## config.mk

```make
export PLATFORM = sky130hd
export DESIGN_NAME = la_capture_core
export DESIGN_NICKNAME = d
export VERILOG_FILES = /design/src/rtl/la_pkg.sv /design/src/rtl/la_ring_buffer.sv /design/src/rtl/la_capture_core.sv
export SDC_FILE = /design/constraint.sdc
export NUM_CORES = 2
export LEC_CHECK = 0
export BUFFER_PORTS_ARGS = -buffer_cell sky130_fd_sc_hd__clkbuf_2
export CAP_MARGIN = 5
export CORE_ASPECT_RATIO = 1.25
export CORE_MARGIN = 3
export CORE_UTILIZATION = 55
export DETAILED_ROUTE_END_ITERATION = 7
export PLACE_DENSITY_LB_ADDON = 0.25
export SLEW_MARGIN = 20
export SYNTH_ARGS = -nofsm -noshare
export SYNTH_HDL_FRONTEND = slang
export SYNTH_HIERARCHICAL = 1
export SYNTH_SLANG_ARGS = --single-unit
```

## constraint.sdc

```tcl
create_clock -name i_clk -period 5.6 [get_ports i_clk]
set_input_delay 0.84 -clock i_clk [delete_from_list [all_inputs] [get_ports i_clk]]
set_output_delay 0.84 -clock i_clk [all_outputs]
set_load 0.05 [all_outputs]
```

## src/rtl/la_pkg.sv

```systemverilog
// Shared types and helpers for the logic-analyzer capture channel.
// Sample words are {timestamp, sample}; helpers work on a 64-bit container.
package la_pkg;

  typedef enum logic [2:0] {
    IDLE,
    PREFILL,
    WAIT_TRIG,
    POST,
    READ
  } la_state_e;

  function automatic int la_addr_width(input int depth);
    return (depth > 1) ? $clog2(depth) : 1;
  endfunction

  function automatic logic [63:0] la_pack_word(input logic [31:0] ts,
                                               input logic [31:0] sample,
                                               input int          width);
    return ({32'd0, ts} << width) | {32'd0, sample};
  endfunction

  function automatic logic [31:0] la_unpack_ts(input logic [63:0] word,
                                               input int          width);
    return 32'(word >> width);
  endfunction

  function automatic logic [31:0] la_unpack_sample(input logic [63:0] word,
                                                   input int          width);
    logic [63:0] m;
    m = (64'd1 << width) - 64'd1;
    return 32'(word & m);
  endfunction

endpackage

```

## src/rtl/la_ring_buffer.sv

```systemverilog
// Simple dual-port capture memory: one write port, one registered read port.
// No reset on the array so it maps onto block RAM.
module la_ring_buffer
  import la_pkg::*;
#(
  parameter int  DW    = 24,
  parameter int  DEPTH = 64,
  localparam int AW    = la_addr_width(DEPTH)
) (
  input  logic          i_clk,
  input  logic          i_wr_en,
  input  logic [AW-1:0] i_wr_addr,
  input  logic [DW-1:0] i_wr_data,
  input  logic          i_rd_en,
  input  logic [AW-1:0] i_rd_addr,
  output logic [DW-1:0] o_rd_data
);

  logic [DW-1:0] r_mem [DEPTH];
  logic [DW-1:0] r_q;

  always_ff @(posedge i_clk) begin
    if (i_wr_en) begin
      r_mem[i_wr_addr] <= i_wr_data;
    end
  end

  always_ff @(posedge i_clk) begin
    if (i_rd_en) begin
      r_q <= r_mem[i_rd_addr];
    end
  end

  assign o_rd_data = r_q;

endmodule

```

## src/rtl/la_capture_core.sv

```systemverilog
// Logic-analyzer capture channel: prescaled sampling into a ring buffer,
// masked level/edge trigger, then oldest-first readout over valid/ready.
module la_capture_core
  import la_pkg::*;
#(
  parameter int  WIDTH = 8,
  parameter int  DEPTH = 64,
  parameter int  TS_W  = 16,
  localparam int AW    = la_addr_width(DEPTH),
  localparam int DW    = TS_W + WIDTH
) (
  input  logic             i_clk,
  input  logic             i_rst,
  input  logic [WIDTH-1:0] i_data,
  input  logic             i_arm,
  input  logic             i_abort,
  input  logic [WIDTH-1:0] i_trig_mask,
  input  logic [WIDTH-1:0] i_trig_value,
  input  logic             i_trig_edge,
  input  logic [AW-1:0]    i_pre_count,
  input  logic [15:0]      i_prescale,
  output logic             o_run,
  output logic             o_triggered,
  output logic             o_done,
  output logic             o_rd_valid,
  input  logic             i_rd_ready,
  output logic [DW-1:0]    o_rd_data
);

  la_state_e        r_state;
  logic [WIDTH-1:0] r_mask, r_value;
  logic             r_edge;
  logic [AW-1:0]    r_pre;
  logic [15:0]      r_prescale, r_psc;
  logic [TS_W-1:0]  r_ts;
  logic [AW-1:0]    r_wr_ptr;
  logic             r_prev_match;
  logic [AW:0]      r_cnt;
  logic             r_run, r_done, r_triggered;

  logic [AW-1:0]    r_rd_addr;
  logic [AW:0]      r_fetch_left, r_xfer_left;
  logic             r_pending, r_out_valid, r_skid_valid;
  logic [DW-1:0]    r_out_data, r_skid_data;

  logic             w_strobe, w_match, w_fire, w_trig_now, w_rd_start;
  logic [AW:0]      w_post_target, w_cnt_inc;
  logic [DW-1:0]    w_wr_word, w_ram_q;
  logic             w_pop, w_fetch, w_out_free;
  logic [1:0]       w_occ;

  assign w_strobe      = r_run && (r_psc == r_prescale);
  assign w_match       = ((i_data ^ r_value) & r_mask) == '0;
  // An all-zero mask always matches, so there is never a not-match -> match entry.
  assign w_fire        = r_edge ? (w_match && !r_prev_match && (r_mask != '0)) : w_match;
  assign w_post_target = (AW+1)'(DEPTH) - {1'b0, r_pre};
  assign w_cnt_inc     = r_cnt + (AW+1)'(1);
  assign w_trig_now    = (r_state == WAIT_TRIG) && w_strobe && w_fire;
  assign w_rd_start    = (w_trig_now && (w_post_target == (AW+1)'(1))) ||
                         ((r_state == POST) && w_strobe && (w_cnt_inc == w_post_target));
  assign w_wr_word     = DW'(la_pack_word(32'(r_ts), 32'(i_data), WIDTH));

  always_ff @(posedge i_clk) begin
    if (i_rst || i_abort) begin
      r_state      <= IDLE;
      r_run        <= 1'b0;
      r_done       <= 1'b0;
      r_triggered  <= 1'b0;
      r_psc        <= '0;
      r_ts         <= '0;
      r_wr_ptr     <= '0;
      r_prev_match <= 1'b0;
      r_cnt        <= '0;
    end else begin
      if (w_strobe) begin
        r_psc        <= '0;
        r_ts         <= r_ts + TS_W'(1);
        r_wr_ptr     <= r_wr_ptr + AW'(1);
        r_prev_match <= w_match;
      end else if (r_run) begin
        r_psc <= r_psc + 16'd1;
      end

      case (r_state)
        IDLE: begin
          if (i_arm) begin
            r_mask       <= i_trig_mask;
            r_value      <= i_trig_value;
            r_edge       <= i_trig_edge;
            r_pre        <= i_pre_count;
            r_prescale   <= i_prescale;
            r_psc        <= '0;
            r_ts         <= '0;
            r_wr_ptr     <= '0;
            r_prev_match <= 1'b0;
            r_cnt        <= '0;
            r_run        <= 1'b1;
            r_state      <= (i_pre_count == '0) ? WAIT_TRIG : PREFILL;
          end
        end
        PREFILL: begin
          if (w_strobe) begin
            r_cnt <= w_cnt_inc;
            if (w_cnt_inc == {1'b0, r_pre}) r_state <= WAIT_TRIG;
          end
        end
        WAIT_TRIG: begin
          if (w_trig_now) begin
            r_triggered <= 1'b1;
            r_cnt       <= (AW+1)'(1);
            r_state     <= POST;
          end
        end
        POST: begin
          if (w_strobe) r_cnt <= w_cnt_inc;
        end
        READ: begin
          if (w_pop && (r_xfer_left == (AW+1)'(1))) begin
            r_state     <= IDLE;
            r_done      <= 1'b0;
            r_triggered <= 1'b0;
          end
        end
        default: r_state <= IDLE;
      endcase

      if (w_rd_start) begin
        r_state <= READ;
        r_run   <= 1'b0;
        r_done  <= 1'b1;
      end
    end
  end

  // Readout: output register plus one skid slot; a fetch is issued only when
  // the word it returns is guaranteed a slot, so the RAM never stalls.
  assign w_pop      = r_out_valid && i_rd_ready;
  assign w_out_free = !r_out_valid || w_pop;
  assign w_occ      = 2'(r_out_valid) + 2'(r_skid_valid) + 2'(r_pending) - 2'(w_pop);
  assign w_fetch    = (r_state == READ) && (r_fetch_left != '0) && (w_occ < 2'd2);

  always_ff @(posedge i_clk) begin
    if (i_rst || i_abort) begin
      r_rd_addr    <= '0;
      r_fetch_left <= '0;
      r_xfer_left  <= '0;
      r_pending    <= 1'b0;
      r_out_valid  <= 1'b0;
      r_skid_valid <= 1'b0;
      r_out_data   <= '0;
      r_skid_data  <= '0;
    end else if (w_rd_start) begin
      r_rd_addr    <= r_wr_ptr + AW'(1);
      r_fetch_left <= (AW+1)'(DEPTH);
      r_xfer_left  <= (AW+1)'(DEPTH);
      r_pending    <= 1'b0;
      r_out_valid  <= 1'b0;
      r_skid_valid <= 1'b0;
    end else if (r_state == READ) begin
      r_pending <= w_fetch;
      if (w_fetch) begin
        r_rd_addr    <= r_rd_addr + AW'(1);
        r_fetch_left <= r_fetch_left - (AW+1)'(1);
      end
      if (w_pop) r_xfer_left <= r_xfer_left - (AW+1)'(1);

      if (w_out_free) begin
        if (r_skid_valid) begin
          r_out_data   <= r_skid_data;
          r_out_valid  <= 1'b1;
          r_skid_valid <= r_pending;
          if (r_pending) r_skid_data <= w_ram_q;
        end else if (r_pending) begin
          r_out_data  <= w_ram_q;
          r_out_valid <= 1'b1;
        end else begin
          r_out_valid <= 1'b0;
        end
      end else if (r_pending) begin
        r_skid_data  <= w_ram_q;
        r_skid_valid <= 1'b1;
      end
    end else begin
      r_pending    <= 1'b0;
      r_out_valid  <= 1'b0;
      r_skid_valid <= 1'b0;
    end
  end

  la_ring_buffer #(
    .DW    (DW),
    .DEPTH (DEPTH)
  ) u_ring (
    .i_clk     (i_clk),
    .i_wr_en   (w_strobe),
    .i_wr_addr (r_wr_ptr),
    .i_wr_data (w_wr_word),
    .i_rd_en   (w_fetch),
    .i_rd_addr (r_rd_addr),
    .o_rd_data (w_ram_q)
  );

  assign o_run       = r_run;
  assign o_done      = r_done;
  assign o_triggered = r_triggered;
  assign o_rd_valid  = r_out_valid;
  assign o_rd_data   = r_out_data;

endmodule

```

-- After elaboration in Yosys (flattened, before gate mapping)
Memories as Yosys holds them, arrays and structs flattened. A register that Yosys moved wholly into a read port is not among the register bits.
Index checks and enable logic that the tools add are counted.
- flip-flop bits (word level): 162
- bits in writable memories: 1536
- output and inout bits: 28
- word-level logic and storage cells: 165
- memories kept: 1
- memories (name ; depth ; bits a word ; read ports ; clocked after memory_dff ; write ports ; RTL line ; source):
    u_ring.r_mem ; 64 ; 24 ; 1 ; 1 ; 1 ; la_ring_buffer.sv:19 ; logic [DW-1:0] r_mem [DEPTH];
- $add $sub $neg: 11
- magnitude comparators: 1
- equality and inequality tests: 22
- muxes and demuxes: 52
- bitwise logic cells: 7
- reductions and logical operators: 46
- operators by type and width (kind ; count):
    24-bit two-way mux ; 5
    16-bit two-way mux ; 7
    7-bit two-way mux ; 9
    6-bit two-way mux ; 6
    16-bit by 1-bit adder with 16-bit output (second input constant) ; 2
    24-bit by 8-bit OR with 24-bit output ; 1
    7-bit case mux with 3 select lines ; 1
    3-bit two-way mux ; 6
    16-bit equality test ; 1
    1-bit two-way mux ; 15
    3-bit inequality test (second input constant) ; 5
    3-bit case mux with 5 select lines ; 1
    7-bit by 1-bit equality test with 1-bit output (second input constant) ; 2
    2-bit inequality test (second input constant) ; 7
    2-bit nonzero test ; 7
    7-bit by 1-bit subtractor with 7-bit output (second input constant) ; 2
    6-bit by 1-bit adder with 6-bit output (second input constant) ; 2
    1-bit logical AND ; 12
    2-bit AND reduction ; 6
    6-bit AND reduction ; 2
    3-bit AND reduction ; 3
    8-bit AND ; 1
    8-bit logical NOT ; 1
    4-bit AND reduction ; 2
    other kinds (25) ; 33

-- Depth between registers and ports, before layout
- word-level depth: 11
- depth in mapped cells: 12

-- Hierarchy
Netlist, hierarchy kept.
- by module, submodules not included (module ; times used ; cells an instance ; area an instance (µm²)):
    la_ring_buffer ; 1 ; 2674 ; 59562.1
    la_capture_core ; 1 ; 769 ; 7358.3

-- Worst setup path before layout
Ideal clock, no wire load.
- kind: input-to-reg
- from: in i_abort
- to: reg r_edge (enable)
- library setup time: 0.484 ns
- arrival: 4.430 ns
- path slack: 0.687 ns
- stages on the path: 5
- path buffers: 3
- path through: or2_2 clkbuf_1 clkbuf_1 buf_1 nor3_1
- longest elaborated chain between the ends: 3
- RTL lines (item ; RTL line ; source):
    start: declaration ; la_capture_core.sv:16 ; input logic i_abort,
    1-bit logical OR ; la_capture_core.sv:64 ; if (i_rst || i_abort) begin
    1-bit NOT (no source line) ; n/a ;
    3-bit AND reduction (no source line) ; n/a ;
    end signal: assignment ; la_capture_core.sv:89 ; r_edge <= i_trig_edge;
    end: declaration ; la_capture_core.sv:32 ; logic r_edge;
No other way between the ends.
A chain may end at the register's enable or synchronous reset.

-- Worst setup path after layout
- from: reg r_prescale[11]
- to: mem u_ring.r_mem[62][20] (enable)
- longest elaborated chain between the ends: 4
- RTL lines (item ; RTL line ; source):
    start: declaration ; la_capture_core.sv:34 ; logic [15:0] r_prescale, r_psc;
    start signal: assignment ; la_capture_core.sv:91 ; r_prescale <= i_prescale;
    16-bit equality test ; la_capture_core.sv:52 ; assign w_strobe = r_run && (r_psc == r_prescale);
    1-bit logical AND ; la_capture_core.sv:52 ;
    via w_strobe ; la_capture_core.sv:46 ; logic w_strobe, w_match, w_fire, w_trig_now, w_rd_start;
    1-bit two-way mux ; la_ring_buffer.sv:23 ; if (i_wr_en) begin
    1-bit two-way mux (implied by the code) ; la_ring_buffer.sv:24 ; r_mem[i_wr_addr] <= i_wr_data;
    end: declaration ; la_ring_buffer.sv:19 ;
The timed path passes the listed nets, and every way through them passes these cells.

==> reports/summary.txt <==
die outline height: 396 um
Cell Area, Placed: 69600 um2
critical path data required time: 6.09 ns
routability-driven placement congestion ratio: 0.919
nets@finish: 3701
number of global-route vias before repair: 34949
Setup crit start: r_prescale[11]
number of top-level pins: 80
Cell Area, Synth: 66900 um2
quantity of I/O buffers inserted on ports: 79
startpoint of the most critical register-to-register path: r_prescale[11]
synthesized area per cell: 19.4 um2
number of cells produced by synthesis: 3443
DP Wirelength: 105000 um
post-DR wirelength/cell: 32.4 um
count of flip-flops with a built-in enable after synthesis: 1599
setup slack on the worst flop-to-flop path: 1.67 ns
final cell area excluding filler cells: 74900 um2
Syn-to-layout area delta: 12.0%
Warnings, synthesis: 6
part of the Yosys area used for sequential elements: 75.4%
Slew Limit Headroom: 30.1%
starting density of the core: 55.6%
Area contributors post-synth: sky130_fd_sc_hd__edfxtp_1, sky130_fd_sc_hd__mux4_2, sky130_fd_sc_hd__dfxtp_1, sky130_fd_sc_hd__mux2i_1, sky130_fd_sc_hd__nor2_1
top-area cell type share of the netlist area: 71.8%
clock sink total: 1722
area of combinational cells with multiple inputs: 15600 um2
setup TNS: 0 ns
maximum buffer depth of the clock tree: 3
iteration count of the initial detailed-routing pass: 7
vias: 35206
final setup vio count: 0
status: complete, no violations
wire length reported by the detailed router: 173000 um
#FFs+latches synth: 1722
CTS HTree Levels: 4
postcts setup bufs: 0
setup skew after layout: 0.0346 ns
CTS buffer count: 163
instance count after placement with tap cells included: 5055
Clock transition at path regs: 0.07 ns
pre-CTS setup slack: 1.59 ns
share of the cycle needed by the critical path after routing: 70.1%
largest family of logic cells by synthesized area: multiplexers
Period minus WS final: 3.93 ns
Pins Over Slew Limit: 0
upper clock frequency limit: 0.255 GHz
largest net degree at the start of global routing: 70
most frequent standard cell in the layout excluding fill and tap cells: sky130_fd_sc_hd__edfxtp_1
Maximum Capacitance Violations: 0
cell row count: 142
detailed-route DRC error count: 0
Leak: 21.7 nW
remaining antenna violation count after routing: 0
Synth Area in XOR/XNOR: 1.24%
worst hold-check path type: in2reg
post-detailed-route via-to-cell ratio: 6.57
Yosys cell types: 71
commonest cells after routing, fill and taps aside: sky130_fd_sc_hd__edfxtp_1, sky130_fd_sc_hd__mux4_2, sky130_fd_sc_hd__nand2_1, sky130_fd_sc_hd__clkbuf_16, sky130_fd_sc_hd__mux2i_1
clock insertion delay at the later pin of the skew report: 0.82 ns
share of synthesized registers carrying an async set or reset: 0%
Final Hold Vio Count: 0
classification of the worst setup path: reg2reg
synthesized net count: 3508
simple logic cell fraction of the synthesized area: 3.90%
IR drop worst, VDD: 0.259 mV
Primary FF master, synth: sky130_fd_sc_hd__edfxtp_1
Die Area: 126000 um2
smallest setup slack after layout: 1.67 ns
Filler cells: 8060
Crit path arrival time: 4.41 ns
register area: 50500 um2
CTS Root Cell: sky130_fd_sc_hd__clkbuf_16
die width: 318 um
CTS Hold Bufs: 0
adder and majority gate portion of the synthesized area: 0.243%
area of the core: 120000 um2
iteration-0 DRC count of the detailed router: 4445
fraction of layout instances using a drive strength above 1: 25.2%
nature of the critical path startpoint: register
Pwr Density: 333 nW/um2
first-pass GRT wire length: 250000 um
hold path startpoint: i_prescale[10]
number of gates resized after cts: 0
CTS tree: built
multiplexer share of the synthesized area: 14.0%
compound-gate portion of the synthesized area: 3.63%
non-filler instance count after layout: 5358
all-layer global routing usage: 27.7%
number of antenna violations at the first check in global routing: 10
Yosys top cell by area: sky130_fd_sc_hd__edfxtp_1
RSZ-0062 raised after global routing: no
slew at the pin with the worst max-slew slack: 1.05 ns
maximum fanout along the worst path: 15
element type at the critical path end: register
total global routing overflow: 0
layer usage:
metal / up-vias / global-route usage (%) / routed length (um)
li1: 14407 / - / -
met1: 18446 / 36.7 / 63700
met2: 1991 / 45.1 / 85500
met3: 356 / 5.55 / 15800
met4: 6 / 12.1 / 8310
met5: - / 0 / 48
critical path, cell delays in order (launching register included):
cell                       delay (ns)
sky130_fd_sc_hd__edfxtp_1        0.39
sky130_fd_sc_hd__xnor2_1         0.37
sky130_fd_sc_hd__nand4_1         0.17
sky130_fd_sc_hd__or4_1           0.55
sky130_fd_sc_hd__nor2_1          0.19
sky130_fd_sc_hd__buf_4           0.22
sky130_fd_sc_hd__nand4_1         0.45
sky130_fd_sc_hd__nor3_2          0.87
sky130_fd_sc_hd__buf_4           0.39
cells in the mapped netlist (all sizes together), types with 13 or more instances:
cell type,count
edfxtp,1599
mux4,336
nor2,198
nand2,181
mux2i,146
dfxtp,123
buf,99
clkbuf,88
a221oi,59
xnor2,51
o22ai,46
a21oi,44
a22oi,41
nand3,40
o21ai,38
a211oi,35
xor2,35
mux2,28
nand4,27
nor3,25
or3,22
a31oi,17
inv,16
nor2b,15
ha,13
area by class of cell:
cell class,instances,area share (%)
multi-input combinational,1517,20.8
clock inverter,108,1.44
sequential,1722,67.4
timing repair buffer,215,1.99
inverter,17,0.0851
clock buffer,191,5.61
antenna,4,0.0134
tap,1584,2.64
cells by family after synthesis:
| logic type | count (synthesis) |
|---|---|
| multiplexers | 510 |
| AO/OA/AOI/OAI | 335 |
| XOR/XNOR | 89 |
| AND/OR/NAND/NOR | 570 |
| buffers and inverters | 204 |
| flip-flops | 1722 |
| adder cells (fa/ha/maj) | 13 |
registers in the layout, indices dropped and copies added, names as in the netlist, 7 cells and up:
name              count
o_rd_data            24
r_mask                8
u_ring/r_mem       1536
u_ring/o_rd_data     24
r_skid_data          24
r_fetch_left          7
r_value               8
r_prescale           16
r_xfer_left           7
r_cnt                 7
r_psc                16
r_ts                 16
report_power, final:
part	switching [mW]	internal (mW)	total, mW
combinational	0.135	0.0361	0.172
clock	4.77	6.12	10.9
sequential	0.0103	13.9	13.9
per-stage QoR:
stage          power [mW]  utilization [%]  hold WS (ns)
6_report             25.0             62.3         0.219
5_1_grt              25.7             62.3         0.174
4_1_cts              25.1             62.3         0.157
3_5_place_dp         14.4             57.9         0.448
3_3_place_gp         14.4             57.9         0.441
2_1_floorplan        14.2                -         0.436
path summary, 6_finish.rpt:
kind	end	cells past startpoint
worst min register to register	r_skid_data[21]	2
worst max register to register	u_ring/r_mem[62][20]	8
worst min-delay path	r_prescale[10]	1
worst max-delay path	u_ring/r_mem[62][20]	8
No activity file was read; power rests on OpenSTA's default activity.
